--- src/rtl/lsu_bus_bridge.sv ---
// Core data access -> registered req/rsp bus transaction; 4-cycle minimum (valid in cycle 0, ready pulse in cycle 3).
// Core stalls until completion; the request is held until bus_req_ready; a response watchdog turns a hung slave into an error.
module lsu_bus_bridge #(
   parameter int XLEN       = 32,
   parameter int TIMEOUT_W  = 8,
   parameter bit TIMEOUT_EN = 1'b1
) (
   input  logic            clk,
   input  logic            rst,
   input  logic            core_valid,
   input  logic            core_wen,
   input  logic [XLEN-1:0] core_addr,
   input  logic [3:0]      core_wstrb,
   input  logic [XLEN-1:0] core_wdata,
   output logic            core_ready,
   output logic [XLEN-1:0] core_rdata,
   output logic            core_err,
   output logic            bus_req_valid,
   input  logic            bus_req_ready,
   output logic            bus_req_wen,
   output logic [XLEN-1:0] bus_req_addr,
   output logic [3:0]      bus_req_wstrb,
   output logic [XLEN-1:0] bus_req_wdata,
   input  logic            bus_rsp_valid,
   input  logic [XLEN-1:0] bus_rsp_rdata,
   input  logic            bus_rsp_err
);

   typedef enum logic [1:0] {IDLE, REQ, RSP, DONE} state_t;

   typedef struct packed {
      logic            wen;
      logic [XLEN-1:0] addr;
      logic [3:0]      wstrb;
      logic [XLEN-1:0] wdata;
   } req_t;

   localparam logic [TIMEOUT_W-1:0] WDOG_MAX = '1;
   localparam logic [TIMEOUT_W-1:0] WDOG_ONE = TIMEOUT_W'(1);

   state_t                state_q, state_d;
   req_t                  req_q, req_d;
   logic [XLEN-1:0]       rdata_q, rdata_d;
   logic                  err_q, err_d;
   logic [TIMEOUT_W-1:0]  wdog_q, wdog_d;
   logic [TIMEOUT_W-1:0]  wdog_inc;
   logic                  wdog_hit;

   always_ff @(posedge clk or posedge rst) begin
      if (rst) begin
         state_q <= IDLE;
         req_q   <= '0;
         rdata_q <= '0;
         err_q   <= 1'b0;
         wdog_q  <= '0;
      end else begin
         state_q <= state_d;
         req_q   <= req_d;
         rdata_q <= rdata_d;
         err_q   <= err_d;
         wdog_q  <= wdog_d;
      end
   end

   // wdog_inc is the number of RSP cycles including the current one; the
   // timeout fires in the last of 2**TIMEOUT_W-1 cycles so DONE follows it.
   assign wdog_inc = (wdog_q == WDOG_MAX) ? wdog_q : wdog_q + WDOG_ONE;
   assign wdog_hit = TIMEOUT_EN && (wdog_inc == WDOG_MAX);

   always_comb begin
      state_d = state_q;
      case (state_q)
         IDLE:    if (core_valid) state_d = REQ;
         REQ:     if (bus_req_ready) state_d = RSP;
         RSP:     if (bus_rsp_valid || wdog_hit) state_d = DONE;
         DONE:    state_d = IDLE;
         default: state_d = IDLE;
      endcase
   end

   always_comb begin
      req_d   = req_q;
      rdata_d = rdata_q;
      err_d   = err_q;
      wdog_d  = wdog_q;
      case (state_q)
         IDLE: begin
            if (core_valid) begin
               req_d.wen   = core_wen;
               req_d.addr  = core_addr;
               req_d.wstrb = core_wen ? core_wstrb : 4'h0;
               req_d.wdata = core_wdata;
            end
         end
         REQ: begin
            if (bus_req_ready) wdog_d = '0;
         end
         RSP: begin
            wdog_d = wdog_inc;
            if (bus_rsp_valid) begin
               rdata_d = req_q.wen ? '0 : bus_rsp_rdata;
               err_d   = bus_rsp_err;
            end else if (wdog_hit) begin
               rdata_d = '0;
               err_d   = 1'b1;
            end
         end
         default: ;
      endcase
   end

   always_comb begin
      bus_req_valid = (state_q == REQ);
      core_ready    = (state_q == DONE);
      bus_req_wen   = req_q.wen;
      bus_req_addr  = req_q.addr;
      bus_req_wstrb = req_q.wstrb;
      bus_req_wdata = req_q.wdata;
      core_rdata    = rdata_q;
      core_err      = err_q;
   end

endmodule
--- config.mk ---
export PLATFORM = sky130hd
export DESIGN_NAME = lsu_bus_bridge
export DESIGN_NICKNAME = d
export VERILOG_FILES = /design/src/rtl/lsu_bus_bridge.sv
export SDC_FILE = /design/constraint.sdc
export NUM_CORES = 1
export LEC_CHECK = 0
export BUFFER_PORTS_ARGS = -buffer_cell sky130_fd_sc_hd__buf_2
export CORE_ASPECT_RATIO = 0.9
export CORE_MARGIN = 3
export CORE_UTILIZATION = 40
export CTS_BUF_LIST = sky130_fd_sc_hd__clkbuf_16
export CTS_CLUSTER_SIZE = 40
export DETAILED_ROUTE_END_ITERATION = 12
export PLACE_DENSITY = 0.78
export RECOVER_POWER = 25
export SYNTH_ARGS = -nofsm -noshare
export SYNTH_HDL_FRONTEND = slang
export SYNTH_SLANG_ARGS = --single-unit
--- constraint.sdc ---
create_clock -name clk -period 4.2 [get_ports clk]
set_clock_uncertainty 0.05 [all_clocks]
set_input_delay 0.63 -clock clk [delete_from_list [all_inputs] [get_ports clk]]
set_output_delay 0.63 -clock clk [all_outputs]
set_load 0.01 [all_outputs]
==> results of run 1 <==
==> sequential cells by signal (all words and copies together), names as in the netlist <==
| signal | cells |
|---|---|
| core_err | 1 |
| bus_req_wdata | 32 |
| state_q | 2 |
| bus_req_wen | 1 |
| wdog_q | 8 |
| core_rdata | 32 |
| bus_req_wstrb | 4 |
| bus_req_addr | 32 |
==> area by class of cell <==
cell class	count	area, um^2
tap	156	195
fill	1062	5350
inverter	7	27.5
multi-input combinational	280	1930
clock buffer	9	225
timing repair buffer	214	1080
sequential	112	2800
clock inverter	7	56.3
==> where the power goes <==
group / switching (mW) / internal [mW] / leakage (nW)
Sequential: 0.319 / 1.59 / 1.30
Clock: 0.409 / 0.408 / 0.130
Combinational: 1.03 / 0.959 / 1.57
==> critical path, cell delays in order (launching register included) <==
cell and delay [ns]:
dfrtp_1 0.42, inv_1 0.13, ha_1 0.15, buf_4 0.38
nand2_1 0.15, nor2_2 0.94, a21oi_1 0.19, o21ai_0 0.13
==> stage by stage <==
stage | setup slack (ns) | total power, mW | cells | hold slack, ns | area, um^2
after floorplan | 0.561 | 3.12 | 424 | 0.466 | 4880
after global placement | 1.72 | 3.82 | 769 | 0.410 | 6030
after detailed placement | 1.56 | 3.93 | 769 | 0.418 | 6030
after CTS | 1.55 | 4.77 | 785 | 0.306 | 6320
after global routing | 1.30 | 5.06 | 785 | 0.428 | 6310
final | 1.56 | 4.71 | 785 | 0.429 | 6310
==> layer usage <==
layer / routed length, um / part of all wire [%]
met1: 4980 / 39
met4: 180 / 1.4
met3: 1080 / 8.5
met2: 6460 / 51
met5: 0 / 0
==> placed cells by master (no fill, tap or decap), types with 3 or more instances in the layout <==
cell / instances
ha_1: 6
nand3_1: 5
inv_1: 5
nor2b_1: 32
mux2_2: 66
o21ai_0: 40
clkbuf_16: 9
buf_4: 4
buf_2: 210
nand2_1: 53
o2111ai_1: 4
nor2_1: 3
a21oi_1: 41
clkinv_1: 3
dfrtp_1: 112
==> kinds of logic after synthesis <==
logic type | Yosys count | synth area share, %
and+or+nand+nor | 109 | 11.3
AOI/OAI and AO/OA | 99 | 11.3
DFF | 112 | 57.5
adders and majority gates | 6 | 1.54
muxes | 66 | 15.2
buffers and inverters | 32 | 3.15
==> path summary, 6_finish.rpt <==
check	slack, ns	startpoint	end	depth (start not counted)
setup / recovery	1.56	state_q[0]	core_rdata[6]	7
hold / removal	0.43	bus_req_wstrb[3]	bus_req_wstrb[3]	2
setup reg to reg	1.56	state_q[0]	core_rdata[6]	7
hold reg to reg	0.43	bus_req_wstrb[3]	bus_req_wstrb[3]	2
max in group asynchronous	2.10	rst	bus_req_wdata[27]	3
min in group asynchronous	0.76	rst	bus_req_addr[12]	2
==> flow_summary.json, run 1 <==
{
  "status": "complete, but fails checks",
  "failed_checks": "max-capacitance violations, max-slew violations",
  "irDropWorstVdd_v": 0.000549,
  "die_h_um": 111,
  "synth_top_cell_by_area": "dfrtp_1",
  "leakagePower_nw": 3.00,
  "synth_common_cells": "dfrtp_1, mux2_2, nand2_1",
  "end_kind": "flip-flop",
  "num_rows": 37,
  "cts_made_buffers": 9,
  "grt_max_degree": 49,
  "wire_per_inst_um": 16.2,
  "die_area_um2": 13600,
  "clockRootBuffer": "clkbuf_16",
  "cap_violations": 1,
  "min_period_over_period_pct": 62.8,
  "hpwl_um": 9220,
  "synth.avg_cell_area_um2": 11.5,
  "fin_nets": 737,
  "synth_top_area_share_pct": 57.5,
  "grt_pass1_vias": 4200,
  "synth_edf_count": 0,
  "grt_use_met3_pct": 6.84,
  "port_buffers": 210,
  "postSynth.asyncResetShare_pct": 100,
  "syn_to_final_growth_pct": 29.4,
  "ys_warn_count": 0,
  "synth_most_common_cell": "dfrtp_1",
  "cts_tree": "yes",
  "cts_setup_buffers": 0,
  "wl_um": 12700,
  "via_per_inst": 5.06,
  "critPathMaxFanout": 40,
  "drive_gt1_share_pct": 48.0,
  "yosysSeqAreaShare_pct": 57.5,
  "grt_usage_pct": 19.0,
  "initial_core_util_pct": 41.8,
  "syn-num-nets": 537,
  "worstMarginPinSlew_ns": 2.09,
  "grt.busiest_layer": "met2",
  "worstHoldPathType": "flip-flop to flip-flop",
  "first_iter_violations": 201,
  "postCtsResizedCells": 0,
  "worst_ep_arrival_time_ns": 2.86,
  "max-clock-path-buffers": 2,
  "core_area_um2": 11700,
  "grt_pass1_wl_um": 20700,
  "synth_ff_type": "dfrtp_1",
  "drc": 0,
  "grtUsageMet2_pct": 32.3,
  "io-pin-count": 211,
  "path_clk_slew_ns": 0.07,
  "antenna_found_initial": 0,
  "vias": 3975,
  "crit_required_ns": 4.42,
  "use_met1_pct": 22.1,
  "ys_seq_elements": 112,
  "ys_types": 41,
  "drv_slew": 49,
  "utilization_pct": 54.1,
  "crit_type": "flip-flop to flip-flop",
  "finalHoldViolations": 0,
  "critPathLaunchType": "flip-flop",
  "setup_violations": 0,
  "dr.pass1.iters": 5,
  "period_needed_ns": 2.64,
  "rsz0062_at_grt": "false",
  "finalSetupTns_ns": 0,
  "fmax_mhz": 379,
  "yosys-top-cells-area": "dfrtp_1, mux2_2, a21oi_1",
  "cts.htree.levels": 3,
  "syn_inst": 424,
  "ant_nets": 0,
  "cts_hold_buf": 0,
  "power_density_nw_per_um2": 746,
  "clkLatencyLatePin_ns": 0.35,
  "maxSlewHeadroom_pct": -39.9,
  "place_congestion": 0.869,
  "antenna_cells": 0,
  "die_x_um": 122,
  "cts_num_sinks": 112,
  "grt_overflow": 0,
  "syn_area_um2": 4880
}
Note: power is estimated with default switching activity, not from simulation.
==> run 2, diff against run 1 <==
clock period = 2.45 ns   (was 4.2 ns; I/O delays follow)
==> run 2 against run 1 <==
  * The flow now finishes without violations
  * Worst hold slack got worse by 0.25 ns
  * Sequential share of layout area fell by 0.54 points
  * Cell count rose by 0.38%
  * First-iteration DRC count fell by 22%
  * Maximum frequency rose by 25%
  * Flip-flop and latch count did not move
  * Via count fell by 1.6%
  * Total power rose by 74%
  * Non-clock buffer count rose by 4
  * Critical path type unchanged
  * Critical endpoint is now core_rdata[25]
  * Largest cell class unchanged
==> flow_summary.json, run 2 (synthesized netlist as in run 1, its figures left out) <==
{
  "r2r-end": "core_rdata[25]",
  "cts_made_buffers": 9,
  "period_needed_ns": 2.11,
  "clockRootBuffer": "clkbuf_16",
  "path_clk_slew_ns": 0.07,
  "num_rows": 37,
  "cts_setup_buffers": 0,
  "finalHoldViolations": 0,
  "cts_tree": "yes",
  "fmax_mhz": 473,
  "fillers": 1007,
  "cts_num_sinks": 112,
  "dr.pass1.iters": 5,
  "switching_share_pct": 36.5,
  "pwr-share-seq_pct": 39.8,
  "crit_end": "core_rdata[25]",
  "reg2reg_depth": 7,
  "drive_gt1_share_pct": 48.3,
  "vias": 3911,
  "layout_commonest_cell": "buf_2",
  "power_density_nw_per_um2": 1280,
  "clockPowerShare_pct": 18.1,
  "status": "finished, final reports clean",
  "die_h_um": 111,
  "rrSetupSlack_ns": 0.34,
  "clkLatencyLatePin_ns": 0.35,
  "cts_hold_buf": 0,
  "die_area_um2": 13600,
  "postCtsResizedCells": 0,
  "initial_core_util_pct": 41.8,
  "antenna_cells": 0,
  "port_buffers": 210,
  "finalSetupTns_ns": 0,
  "via_per_inst": 4.96,
  "p_comb_share_pct": 42.1,
  "antenna_found_initial": 0,
  "wl_um": 12300,
  "grt_usage_pct": 18.5,
  "hpwl_um": 9200,
  "cts.htree.levels": 3,
  "die_x_um": 122,
  "p_int_mw": 5.19,
  "utilization_pct": 54.8,
  "min_period_over_period_pct": 86.3,
  "place_congestion": 0.791,
  "grt_overflow": 0,
  "first_iter_violations": 157,
  "critPathMaxFanout": 33,
  "irDropWorstVdd_v": 0.000951,
  "path_cells": "ha_1 > and4_4 > nand3_1 > a221o_1 > nor2_4 > buf_12 > o21ai_0",
  "setup_violations": 0,
  "ant_nets": 0,
  "critPathLaunchType": "flip-flop",
  "wire_per_inst_um": 15.6,
  "worst_ep_arrival_time_ns": 2.29,
  "io-pin-count": 211,
  "grt_max_degree": 48,
  "crit_type": "flip-flop to flip-flop",
  "end_kind": "flip-flop",
  "switchingPower_mw": 2.98,
  "core_area_um2": 11700,
  "cap_violations": 0,
  "fin_nets": 741,
  "max-clock-path-buffers": 2,
  "grt_pass1_wl_um": 20000,
  "syn_to_final_growth_pct": 31.0,
  "r2r-start": "wdog_q[0]",
  "rsz0062_at_grt": "false",
  "grt_pass1_vias": 4085,
  "drv_slew": 0,
  "cp-startpoint": "wdog_q[0]",
  "max_stage_delay_ns": 0.45,
  "drc": 0,
  "hold_slack_ns": 0.180,
  "worstMarginPinSlew_ns": 1.43,
  "crit_required_ns": 2.63,
  "crit_slowest_cell": "dfrtp_1",
  "leakagePower_nw": 3.05,
  "worstHoldPathType": "input port to flip-flop",
  "maxSlewHeadroom_pct": 4.08,
  "final_cell_mix": "buf_2, dfrtp_1, mux2_2, nand2_1, a21oi_1"
}
-- run 2: changes by cell type in the layout (fill, tap and decap cells not counted), moves of 2 or more --
cell / delta
inv_8: +2
inv_6: -2
clkinvlp_4: -2
buf_12: +3
-- run 2: how the worst min path moves through the flow --
stage | startpoint | endpoint | slack, ns | cells after the start
floorplan | bus_rsp_rdata[10] | core_rdata[10] | 0.45 | 2
global placement | bus_req_wstrb[1] | bus_req_wstrb[1] | 0.41 | 2
detailed placement | bus_req_wstrb[1] | bus_req_wstrb[1] | 0.42 | 2
CTS | rst | bus_req_wdata[7] | 0.09 | 2
global route | bus_rsp_rdata[16] | core_rdata[16] | 0.17 | 3
finish | bus_rsp_rdata[29] | core_rdata[29] | 0.18 | 3
-- run 2: layer usage --
metal  vias to the layer above  wire, um  track usage [%]
met5                         -         0                0
met4                         0       223             6.49
met3                        22      1130             7.30
met2                       169      6300             31.8
met1                      1848      4650             20.6
li1                       1872         -                -
-- run 2: layout make-up --
cell class | count | area, um^2 | area share, %
clock buffers | 9 | 225 | 3.52
clock inverters | 6 | 68.8 | 1.08
inverters | 7 | 27.5 | 0.431
multi-input cells | 280 | 1930 | 30.1
flip-flops and latches | 112 | 2800 | 43.8
well taps | 156 | 195 | 3.05
repair buffers | 218 | 1150 | 17.9
-- run 2: power groups by stage --
stage	logic (mW)	registers, mW	clock network, mW
after floorplan	1.74	3.60	0
after global placement	3.37	3.23	0
after detailed placement	3.49	3.28	0
after CTS	3.50	3.26	1.52
after global routing	3.82	3.38	1.60
final	3.44	3.25	1.48
-- run 2: through the flow --
stage / std cells / instance area, um^2 / setup slack [ns] / power, mW
after floorplan: 424 / 4880 / 0.450 / 5.34
final: 788 / 6390 / 0.337 / 8.18
after detailed placement: 773 / 6120 / 0.358 / 6.77
after global routing: 788 / 6390 / 0.190 / 8.79
after global placement: 773 / 6120 / 0.445 / 6.59
after CTS: 788 / 6410 / 0.347 / 8.28
-- run 2: worst max-delay path: cells and delay by family (launching register included) --
kind / cells / cell delay, ns
AO/OA/AOI/OAI: 2 / 0.52
adder cells (fa/ha/maj): 1 / 0.28
buffers and inverters: 1 / 0.18
flip-flops: 1 / 0.45
AND/OR/NAND/NOR: 3 / 0.49
==> run 3, diff against run 2 <==
CELL_PAD_IN_SITES_DETAIL_PLACEMENT = 1   (was not set)
CELL_PAD_IN_SITES_GLOBAL_PLACEMENT = 1   (was not set)
CORE_UTILIZATION = 36   (was 40)
PLACE_DENSITY = 0.89   (was 0.78)
SETUP_SLACK_MARGIN = 0.2   (was not set)
==> run 3 against run 2 <==
  * Routed wire length is 35% higher
  * The flow now finishes with violations (max-capacitance violations)
  * Flip-flop and latch count stayed put
  * Non-clock buffer count is 4 higher
  * Maximum frequency rose by 1.0%
  * Sequential power rose by 2%
  * Via count rose by 5.3%
  * Critical endpoint is now core_rdata[28]
  * Clock power barely moved
  * Worst setup slack better by 0.022 ns
==> flow_summary.json, run 3 (synthesized netlist as in run 1, its figures left out) <==
{
  "drc": 0,
  "hold_slack_ns": 0.174,
  "seqCellArea_um2": 2800,
  "setup_violations": 0,
  "die_x_um": 129,
  "vias": 4120,
  "final_cell_mix": "buf_2, dfrtp_1, mux2_2, nand2_1, a21oi_1",
  "failed_checks": "max-capacitance violations",
  "crit_slowest_cell": "dfrtp_1",
  "drive_gt1_share_pct": 49.3,
  "cp_top_family": "compound AO/OA/AOI/OAI gates",
  "layout_commonest_cell": "buf_2",
  "drv_slew": 0,
  "wl_um": 16600,
  "fin_nets": 745,
  "hold_path_depth": 3,
  "multiInputGateArea_um2": 1930,
  "fillers": 1484,
  "status": "complete, but fails checks",
  "maxSlewHeadroom_pct": 0.926,
  "max-clock-path-buffers": 2,
  "via_per_inst": 5.14,
  "grt_overflow": 0,
  "finalHoldViolations": 0,
  "crit_required_ns": 2.63,
  "cts_hold_buf": 0,
  "worstHoldStart": "bus_rsp_rdata[11]",
  "leakagePower_nw": 3.06,
  "initial_core_util_pct": 37.6,
  "critPathLaunchType": "flip-flop",
  "num_rows": 39,
  "grt_max_degree": 38,
  "reg2reg_depth": 7,
  "grt_pass1_wl_um": 25600,
  "postCtsResizedCells": 0,
  "cts_made_buffers": 9,
  "rrSetupSlack_ns": 0.36,
  "period_needed_ns": 2.09,
  "r2r-start": "wdog_q[1]",
  "hold_path_end": "core_rdata[11]",
  "max_stage_delay_ns": 0.43,
  "path_buf_inv": 1,
  "r2r-end": "core_rdata[28]",
  "end_kind": "flip-flop",
  "cap_violations": 1,
  "path_clk_slew_ns": 0.08,
  "grt_usage_pct": 22.2,
  "ant_nets": 0,
  "worstHoldPathType": "input port to flip-flop",
  "finalSetupTns_ns": 0,
  "core_area_um2": 13000,
  "critPathMaxFanout": 17,
  "fmax_mhz": 478,
  "antenna_found_initial": 3,
  "placed_area_um2": 6170,
  "io-pin-count": 211,
  "first_iter_violations": 96,
  "cts_num_sinks": 112,
  "die_h_um": 116,
  "cts_setup_buffers": 0,
  "clockRootBuffer": "clkbuf_16",
  "power_density_nw_per_um2": 1320,
  "hpwl_um": 12400,
  "postLayoutCellArea_um2": 6420,
  "cts.htree.levels": 3,
  "worst_ep_arrival_time_ns": 2.27,
  "min_period_over_period_pct": 85.4,
  "dr.pass1.iters": 4,
  "path_cells": "ha_2 > and4_4 > nand3_1 > a221o_1 > nor2_4 > buf_4 > o21ai_0",
  "place_congestion": 0.864,
  "wire_per_inst_um": 20.7,
  "worstMarginPinSlew_ns": 1.48,
  "syn_to_final_growth_pct": 31.6,
  "grt_pass1_vias": 4709,
  "rsz0062_at_grt": "false",
  "crit_type": "flip-flop to flip-flop",
  "die_area_um2": 15000,
  "clkLatencyLatePin_ns": 0.36,
  "port_buffers": 210,
  "cts_tree": "yes",
  "irDropWorstVdd_v": 0.000764
}
run 3: layout make-up:
cell class | instances | share of cell area (%)
sequential | 112 | 43.7
timing repair buffer | 222 | 18.0
clock inverter | 7 | 0.994
tap | 164 | 3.20
inverter | 7 | 0.429
multi-input combinational | 280 | 30.1
antenna | 1 | 0.0390
clock buffer | 9 | 3.51
run 3: how the worst max path moves through the flow:
stage                    from  slack [ns]        endpoint  depth (start not counted)
floorplan           wdog_q[0]        0.45   core_rdata[0]                          8
global placement    wdog_q[0]        0.41  core_rdata[24]                          7
detailed placement  wdog_q[0]        0.28  core_rdata[10]                          7
CTS                 wdog_q[0]        0.26  core_rdata[28]                          7
global route        wdog_q[1]        0.20  core_rdata[10]                          7
finish              wdog_q[1]        0.36  core_rdata[28]                          7
run 3: per-stage QoR:
stage | power (mW) | worst slack [ns] | instances | utilization, %
floorplan | 5.34 | 0.450 | 424 | -
global placement | 6.71 | 0.406 | 785 | 47.6
detailed placement | 7.04 | 0.283 | 785 | 47.6
CTS | 8.56 | 0.258 | 801 | 49.8
global route | 9.06 | 0.203 | 802 | 49.5
finish | 8.48 | 0.358 | 802 | 49.5
run 3: worst register-to-register path: stages (launching register included):
cell     delay, ns
dfrtp_1       0.43
ha_2          0.26
and4_4        0.27
nand3_1       0.09
a221o_1       0.40
nor2_4        0.11
buf_4         0.22
o21ai_0       0.14
run 3: layer usage:
metal | vias to the layer above | part of all wire, % | global-route usage, %
met5 | - | 0.13 | 0
met4 | 4 | 2.2 | 8.61
met3 | 37 | 8.3 | 9.05
met2 | 159 | 53 | 39.4
met1 | 2043 | 36 | 23.7
li1 | 1877 | - | -
run 3: report_power, final:
part	internal, mW	switching [mW]	leakage (nW)
registers	2.73	0.606	1.30
clock network	0.713	0.741	0.145
logic	1.71	1.98	1.62
